File: src/rtl/fp_pkg.sv
// Shared fp32/fp16 constants, flag positions and operand classification.
package fp_pkg;

   localparam int FP32_BIAS = 127;
   localparam int FP16_BIAS = 15;

   // Flag vector bit positions (out_flags / sticky_flags)
   localparam int FLG_INV = 3;
   localparam int FLG_OVF = 2;
   localparam int FLG_UNF = 1;
   localparam int FLG_INX = 0;

   localparam logic [15:0] FP16_QNAN = 16'h7E00;
   localparam logic [15:0] FP16_INF  = 16'h7C00;

   typedef enum logic [2:0] {
      ZERO = 3'd0,
      SUB  = 3'd1,
      NORM = 3'd2,
      INF  = 3'd3,
      NAN  = 3'd4
   } fp_class_e;

   // Decoded fp32 operand held in stage S1
   typedef struct packed {
      logic              sign;
      fp_class_e         cls;
      logic signed [9:0] expo;   // fp32 exponent rebiased to fp16
      logic [23:0]       sig;    // significand with hidden bit
   } s1_word_t;

endpackage

File: src/rtl/fp16_round_pack.sv
// Combinational denormalise / round-to-nearest-even / pack into binary16.
// Input is a classified operand with an exponent already rebiased to fp16.
module fp16_round_pack
   import fp_pkg::*;
#(
   parameter bit FLUSH_SUBNORMAL = 1'b0
) (
   input  logic              sign,
   input  fp_class_e         cls,
   input  logic signed [9:0] expo,
   input  logic [23:0]       sig,
   output logic [15:0]       data,
   output logic [3:0]        flags
);

   logic signed [9:0] shamt;
   logic [47:0]       shifted;
   logic [23:0]       sig_dn;
   logic              lost;
   logic [9:0]        man;
   logic              guard;
   logic              sticky;
   logic              rnd;
   logic              tiny;
   logic [4:0]        efield;
   logic [14:0]       sum;
   logic              inexact;

   // Denormalise tiny values, then round the 10-bit mantissa with RNE
   always_comb begin
      shamt   = 10'sd1 - expo;
      tiny    = (expo <= 10'sd0);
      shifted = '0;
      sig_dn  = sig;
      lost    = 1'b0;
      if (tiny) begin
         if (shamt >= 10'sd25) begin
            // Everything shifts past the guard bit: only sticky survives
            sig_dn = '0;
            lost   = |sig;
         end else begin
            shifted = {sig, 24'd0} >> shamt[4:0];
            sig_dn  = shifted[47:24];
            lost    = |shifted[23:0];
         end
      end
      man     = sig_dn[22:13];
      guard   = sig_dn[12];
      sticky  = (|sig_dn[11:0]) | lost;
      rnd     = guard & (sticky | man[0]);
      inexact = guard | sticky;
      // After a right shift the hidden bit is 0, which is the subnormal field
      efield  = tiny ? {4'd0, sig_dn[23]} : expo[4:0];
      // A mantissa carry ripples into the exponent field for free
      sum     = {efield, man} + 15'(rnd);
   end

   // Select the packed result and flags by operand class
   always_comb begin
      data  = {sign, 15'd0};
      flags = '0;
      case (cls)
         ZERO: begin
            data = {sign, 15'd0};
         end
         SUB: begin
            data           = {sign, 15'd0};
            flags[FLG_UNF] = 1'b1;
            flags[FLG_INX] = 1'b1;
         end
         INF: begin
            data = FP16_INF | {sign, 15'd0};
         end
         NAN: begin
            data           = FP16_QNAN | {sign, 15'd0};
            flags[FLG_INV] = ~sig[22];
         end
         default: begin
            if (expo >= 10'sd31) begin
               data           = FP16_INF | {sign, 15'd0};
               flags[FLG_OVF] = 1'b1;
               flags[FLG_INX] = 1'b1;
            end else if (FLUSH_SUBNORMAL && tiny && (sum[14:10] == 5'd0)) begin
               data           = {sign, 15'd0};
               flags[FLG_UNF] = 1'b1;
               flags[FLG_INX] = 1'b1;
            end else begin
               // Rounding up to exponent 31 packs exactly as infinity
               data           = {sign, sum};
               flags[FLG_OVF] = (sum[14:10] == 5'd31);
               flags[FLG_INX] = inexact;
               // Tiny means still subnormal after rounding (0x387FE000 -> 0x0400 is not)
               flags[FLG_UNF] = tiny & inexact & (sum[14:10] == 5'd0);
            end
         end
      endcase
   end

endmodule

File: src/rtl/fp32_to_fp16_conv.sv
// Two-stage fp32 -> fp16 converter with valid/ready on both sides.
// S1 classifies and rebiases, S2 rounds/packs into the output register.
module fp32_to_fp16_conv
   import fp_pkg::*;
#(
   parameter bit FLUSH_SUBNORMAL = 1'b0
) (
   input  logic        clk,
   input  logic        rst_n,
   input  logic        in_valid,
   output logic        in_ready,
   input  logic [31:0] in_data,
   output logic        out_valid,
   input  logic        out_ready,
   output logic [15:0] out_data,
   output logic [3:0]  out_flags,
   output logic [3:0]  sticky_flags,
   input  logic        flag_clr
);

   localparam logic signed [9:0] REBIAS = 10'(FP32_BIAS - FP16_BIAS);

   s1_word_t    s1_d;
   s1_word_t    s1_q;
   logic        s1_valid;
   logic        s1_advance;
   logic        s2_load;
   logic [7:0]  e32;
   logic [22:0] m32;
   logic [15:0] rp_data;
   logic [3:0]  rp_flags;

   assign e32 = in_data[30:23];
   assign m32 = in_data[22:0];

   // Flow control: in_ready depends combinationally on out_ready
   assign s2_load    = ~out_valid | out_ready;
   assign s1_advance = s2_load;
   assign in_ready   = ~s1_valid | s1_advance;

   // Classify the incoming fp32 word and rebias its exponent
   always_comb begin
      s1_d.sign = in_data[31];
      s1_d.sig  = {|e32, m32};
      s1_d.expo = $signed({2'b00, e32}) - REBIAS;
      if (e32 == 8'd0)
         s1_d.cls = (m32 == '0) ? ZERO : SUB;
      else if (e32 == 8'hFF)
         s1_d.cls = (m32 == '0) ? INF : NAN;
      else
         s1_d.cls = NORM;
   end

   // Stage S1 register
   always_ff @(posedge clk or negedge rst_n) begin
      if (!rst_n) begin
         s1_valid <= 1'b0;
         s1_q     <= '0;
      end else if (in_ready) begin
         s1_valid <= in_valid;
         if (in_valid) s1_q <= s1_d;
      end
   end

   fp16_round_pack #(
      .FLUSH_SUBNORMAL (FLUSH_SUBNORMAL)
   ) u_round_pack (
      .sign  (s1_q.sign),
      .cls   (s1_q.cls),
      .expo  (s1_q.expo),
      .sig   (s1_q.sig),
      .data  (rp_data),
      .flags (rp_flags)
   );

   // Stage S2 output register; holds steady while stalled
   always_ff @(posedge clk or negedge rst_n) begin
      if (!rst_n) begin
         out_valid <= 1'b0;
         out_data  <= '0;
         out_flags <= '0;
      end else if (s2_load) begin
         out_valid <= s1_valid;
         if (s1_valid) begin
            out_data  <= rp_data;
            out_flags <= rp_flags;
         end
      end
   end

   // Sticky flags: accumulate on output handshake, set wins over clear
   always_ff @(posedge clk or negedge rst_n) begin
      if (!rst_n)
         sticky_flags <= '0;
      else if (out_valid && out_ready)
         sticky_flags <= (flag_clr ? 4'd0 : sticky_flags) | out_flags;
      else if (flag_clr)
         sticky_flags <= '0;
   end

endmodule

File: config.mk
export PLATFORM = sky130hd
export DESIGN_NAME = fp32_to_fp16_conv
export DESIGN_NICKNAME = d
export VERILOG_FILES = /design/src/rtl/fp_pkg.sv /design/src/rtl/fp16_round_pack.sv /design/src/rtl/fp32_to_fp16_conv.sv
export SDC_FILE = /design/constraint.sdc
export NUM_CORES = 1
export LEC_CHECK = 0
export BUFFER_PORTS_ARGS = -buffer_cell sky130_fd_sc_hd__buf_2
export CAP_MARGIN = 25
export CORE_MARGIN = 2
export CORE_UTILIZATION = 49
export CTS_CLUSTER_DIAMETER = 60
export DETAILED_ROUTE_END_ITERATION = 7
export PLACE_DENSITY = 0.69
export SLEW_MARGIN = 20
export SYNTH_ARGS = -nofsm -noshare
export SYNTH_HDL_FRONTEND = slang
export SYNTH_SLANG_ARGS = --single-unit
File: constraint.sdc
create_clock -name clk -period 4.9 [get_ports clk]
set_input_delay 0.735 -clock clk [delete_from_list [all_inputs] [get_ports clk]]
set_output_delay 0.735 -clock clk [all_outputs]
set_load 0.02 [all_outputs]
==> impl_summary.log <==
[metrics] DRC violation total after the first TritonRoute iteration: 290
[metrics] number of buffers created by CTS: 9
[metrics] global-route usage over all layers: 24.0%
[metrics] arrival time at the worst endpoint: 4.26 ns
[metrics] number of rows created at floorplan: 36
[metrics] Area Overhead vs Synth: 11.7%
[metrics] max-capacitance violation count: 0
[metrics] layout filler cell count: 865
[metrics] worst vdd rail ir drop: 0.000221 V
[metrics] library cells used by synthesis: 76
[metrics] commonest register cell after synthesis: sky130_fd_sc_hd__dfrtp_1
[metrics] CORE AREA: 9680 µm²
[metrics] Post-Route Setup TNS: 0 ns
[metrics] outcome: finished, final reports clean
[metrics] CTS tree: yes
[metrics] sequential cell area: 1580 µm²
[metrics] die area: 10700 µm²
[metrics] Die Wd: 103 µm
[metrics] highest clock frequency the design can meet: 251 MHz
[metrics] synth warn: 0
[metrics] GR Overflow Total: 0
[metrics] #FFs+latches synth: 63
[metrics] delay of the slowest critical-path stage: 0.50 ns
[metrics] unrepaired setup endpoints after global routing: false
[metrics] Post-DP HPWL: 8900 µm
[metrics] maximum number of pins on one net before global-route repair: 64
[metrics] setup repair bufs after CTS: 0
[metrics] final count of pins violating max slew: 0
[metrics] Static Leak: 0.00220 µW
[metrics] antenna cell count: 0
[metrics] Worst-Skew Late Latency: 0.35 ns
[metrics] Critical Path Source Type: flip-flop
[metrics] routed wl met2: 5660 µm
[metrics] final instance area: 5390 µm²
[metrics] Avg Vias per Cell: 6.26
[metrics] worst-path cell chain: buf_4 > nor4_4 > a31oi_4 > a311oi_2 > and2_1 > a22o_1 > ha_1 > a21boi_4 > nand3_4 > or2_2 > xnor2_1 > or4_1 > o21ai_1
[metrics] Area after DPL: 5140 µm²
[metrics] share of post-route cells with drive strength above 1: 27.8%
[metrics] highest signal layer in the routed design: met4
[metrics] Tightest Pin Transition: 0.812 ns
[metrics] Initial Util: 49.8%
[metrics] crit share post-route: 81.2%
[metrics] number of optimization iterations in the first detailed-route pass: 5
[metrics] number of enable-type register cells in the synthesized netlist: 0
[metrics] dpl cells: 679
[metrics] synthesized netlist net count: 558
[metrics] minimum setup slack in the final design: 0.923 ns
[metrics] buffers added on ports: 62
[metrics] fraction of the yosys area taken by sequential cells: 32.7%
[metrics] power per cell area: 384 nW/µm²
[metrics] area of the multi-input gates: 2980 µm²
[metrics] Post-Syn Area per Cell: 9.33 µm²
[metrics] endpoints failing setup: 0
[metrics] number of antenna violations at the first check in global routing: 0
[metrics] post-detailed-route count of antenna-violating nets: 0
[metrics] fraction of registers with async set or reset after synthesis: 100%
[metrics] wire length of the first global-routing pass: 20200 µm
[metrics] critical path peak fanout: 44
[metrics] WP data required: 5.18 ns
[metrics] GPL Wtd Cong: 0.966
[metrics] Hold Buf Count CTS: 0
[metrics] I/O pin count: 63
[metrics] netlist area before placement: 4820 µm²
[metrics] final clock skew: 0.00645 ns
[metrics] critical path type: flip-flop to flip-flop
[metrics] fin nets: 598
[metrics] post-detailed-routing wire length: 12300 µm
[metrics] met3 routed wirelength: 676 µm
[metrics] vias in the first global route: 4178
[metrics] maximum level of the CTS H-tree: 3
[metrics] number of cells produced by synthesis: 517
[metrics] length of routed wiring on met1: 5510 µm
[metrics] count of buffer and inverter cells on the critical path: 1
[metrics] cell with the largest stage delay on the worst path: sky130_fd_sc_hd__a311oi_2
[metrics] total of cells resized after clock tree synthesis: 0
[metrics] dpl ws: 0.980 ns
[metrics] Clock Sinks: 63
[metrics] clock transition at the register clock pins on the worst setup and hold paths after CTS: 0.08 ns
[metrics] vias after detailed routing: 4350
[metrics] worst relative slew slack: 45.8%
[metrics] overall power of the completed layout: 2070 µW
[metrics] DR WL/cell: 17.7 µm
[metrics] endpoint type of the worst setup path: flip-flop
[metrics] Period minus WS final: 3.98 ns
[metrics] Final Instance Count excl. Fillers: 695
[metrics] number of failing hold endpoints at the final stage: 0
[metrics] most frequent cells in the layout: sky130_fd_sc_hd__buf_2, sky130_fd_sc_hd__dfrtp_1, sky130_fd_sc_hd__a21oi_1, sky130_fd_sc_hd__mux2_2, sky130_fd_sc_hd__o21ai_0
[metrics] type of the worst min-delay path: flip-flop to flip-flop
[metrics] maximum count of clock buffers along a single path: 2
[metrics] largest delay contributor family on the critical path: simple AND/OR/NAND/NOR gates
[metrics] clock tree root buffer cell: sky130_fd_sc_hd__clkbuf_8
[metrics] DRC Markers: 0
[metrics] die height: 103 µm
-- layout make-up --
cell class / instances / area share [%]
Sequential cell: 63 / 29.3
Tap cell: 133 / 3.09
Inverter: 15 / 1.05
Timing Repair Buffer: 69 / 6.73
Multi-Input combinational cell: 399 / 55.3
Clock buffer: 9 / 2.30
Clock inverter: 7 / 2.23
-- layer usage --
| metal | GRT usage, % | vias to the layer above |
|---|---|---|
| met5 | 0 | - |
| met4 | 10.8 | 0 |
| met3 | 4.37 | 38 |
| met2 | 38.4 | 181 |
| met1 | 31.9 | 2075 |
| li1 | - | 2056 |
-- synthesized netlist by cell type (5+ instances only) --
master | number | area share, %
sky130_fd_sc_hd__nand4_1 | 7 | 0.91
sky130_fd_sc_hd__mux4_2 | 11 | 5.1
sky130_fd_sc_hd__inv_1 | 14 | 1.1
sky130_fd_sc_hd__clkbuf_1 | 22 | 1.7
sky130_fd_sc_hd__nor2b_1 | 9 | 1.2
sky130_fd_sc_hd__nor3_1 | 19 | 2.0
sky130_fd_sc_hd__buf_6 | 5 | 1.2
sky130_fd_sc_hd__nor2_1 | 29 | 2.3
sky130_fd_sc_hd__nand2b_1 | 7 | 0.91
sky130_fd_sc_hd__xor2_1 | 5 | 0.91
sky130_fd_sc_hd__a31oi_1 | 7 | 0.91
sky130_fd_sc_hd__nor4_1 | 14 | 1.8
sky130_fd_sc_hd__a22o_1 | 8 | 1.5
sky130_fd_sc_hd__and3_1 | 5 | 0.65
sky130_fd_sc_hd__a21oi_1 | 34 | 3.5
sky130_fd_sc_hd__xnor2_1 | 5 | 0.91
sky130_fd_sc_hd__o21ai_1 | 5 | 0.52
sky130_fd_sc_hd__o21ai_0 | 33 | 3.4
sky130_fd_sc_hd__mux2i_1 | 15 | 3.1
sky130_fd_sc_hd__a2111oi_0 | 7 | 1.3
sky130_fd_sc_hd__dfrtp_1 | 63 | 33
sky130_fd_sc_hd__a221oi_1 | 5 | 0.91
sky130_fd_sc_hd__nand3_1 | 18 | 1.9
sky130_fd_sc_hd__a211oi_1 | 8 | 1.2
sky130_fd_sc_hd__nand2_1 | 32 | 2.5
sky130_fd_sc_hd__a22oi_1 | 7 | 1.1
sky130_fd_sc_hd__mux2_2 | 34 | 7.9
sky130_fd_sc_hd__buf_2 | 5 | 0.52
-- path summary, 6_finish.rpt --
check                       startpoint      endpoint  slack [ns]  cells past startpoint
min in group asynchronous        rst_n   out_data[8]        0.53                      2
max reg2reg                   s1_q[25]  out_flags[1]        0.92                     13
min reg2reg                out_data[7]   out_data[7]        0.48                      2
max in group asynchronous        rst_n      s1_q[24]        3.78                      2
min                        out_data[7]   out_data[7]        0.48                      2
max                           s1_q[25]  out_flags[1]        0.92                     13
-- worst min-delay path, cell delays in order, from the launching register on --
cell and delay, ns:
sky130_fd_sc_hd__dfrtp_1 0.35, sky130_fd_sc_hd__nand2_1 0.05, sky130_fd_sc_hd__o21ai_0 0.06
-- logic make-up after synthesis --
kind of cell             after synthesis  share of synthesized area (%)
AND/OR/NAND/NOR                      170                           19.7
multiplexers                          60                           16.2
flip-flops                            63                           32.7
buffers and inverters                 55                           5.52
AO/OA/AOI/OAI                        155                           23.0
adder cells (fa/ha/maj)                4                           1.04
XOR/XNOR                              10                           1.82
-- where the power goes --
group	internal (µW)	switching [µW]	leakage (µW)
Clock	339	217	0.000120
Combinational	333	451	0.00131
Sequential	598	133	0.000772
Total	1270	801	0.00220
-- flip-flops by register name, indices dropped and copies added (netlist names) --
name          flops
out_valid         1
sticky_flags      4
s1_q             37
out_flags         4
s1_valid          1
out_data         16
-- per-stage QoR --
stage / utilization (%) / hold WS, ns
floorplan: - / 0.439
global placement: 53.1 / 0.468
detailed placement: 53.1 / 0.471
CTS: 55.6 / 0.487
global route: 55.6 / 0.518
finish: 55.6 / 0.484
(Power assumes the default switching activity.)
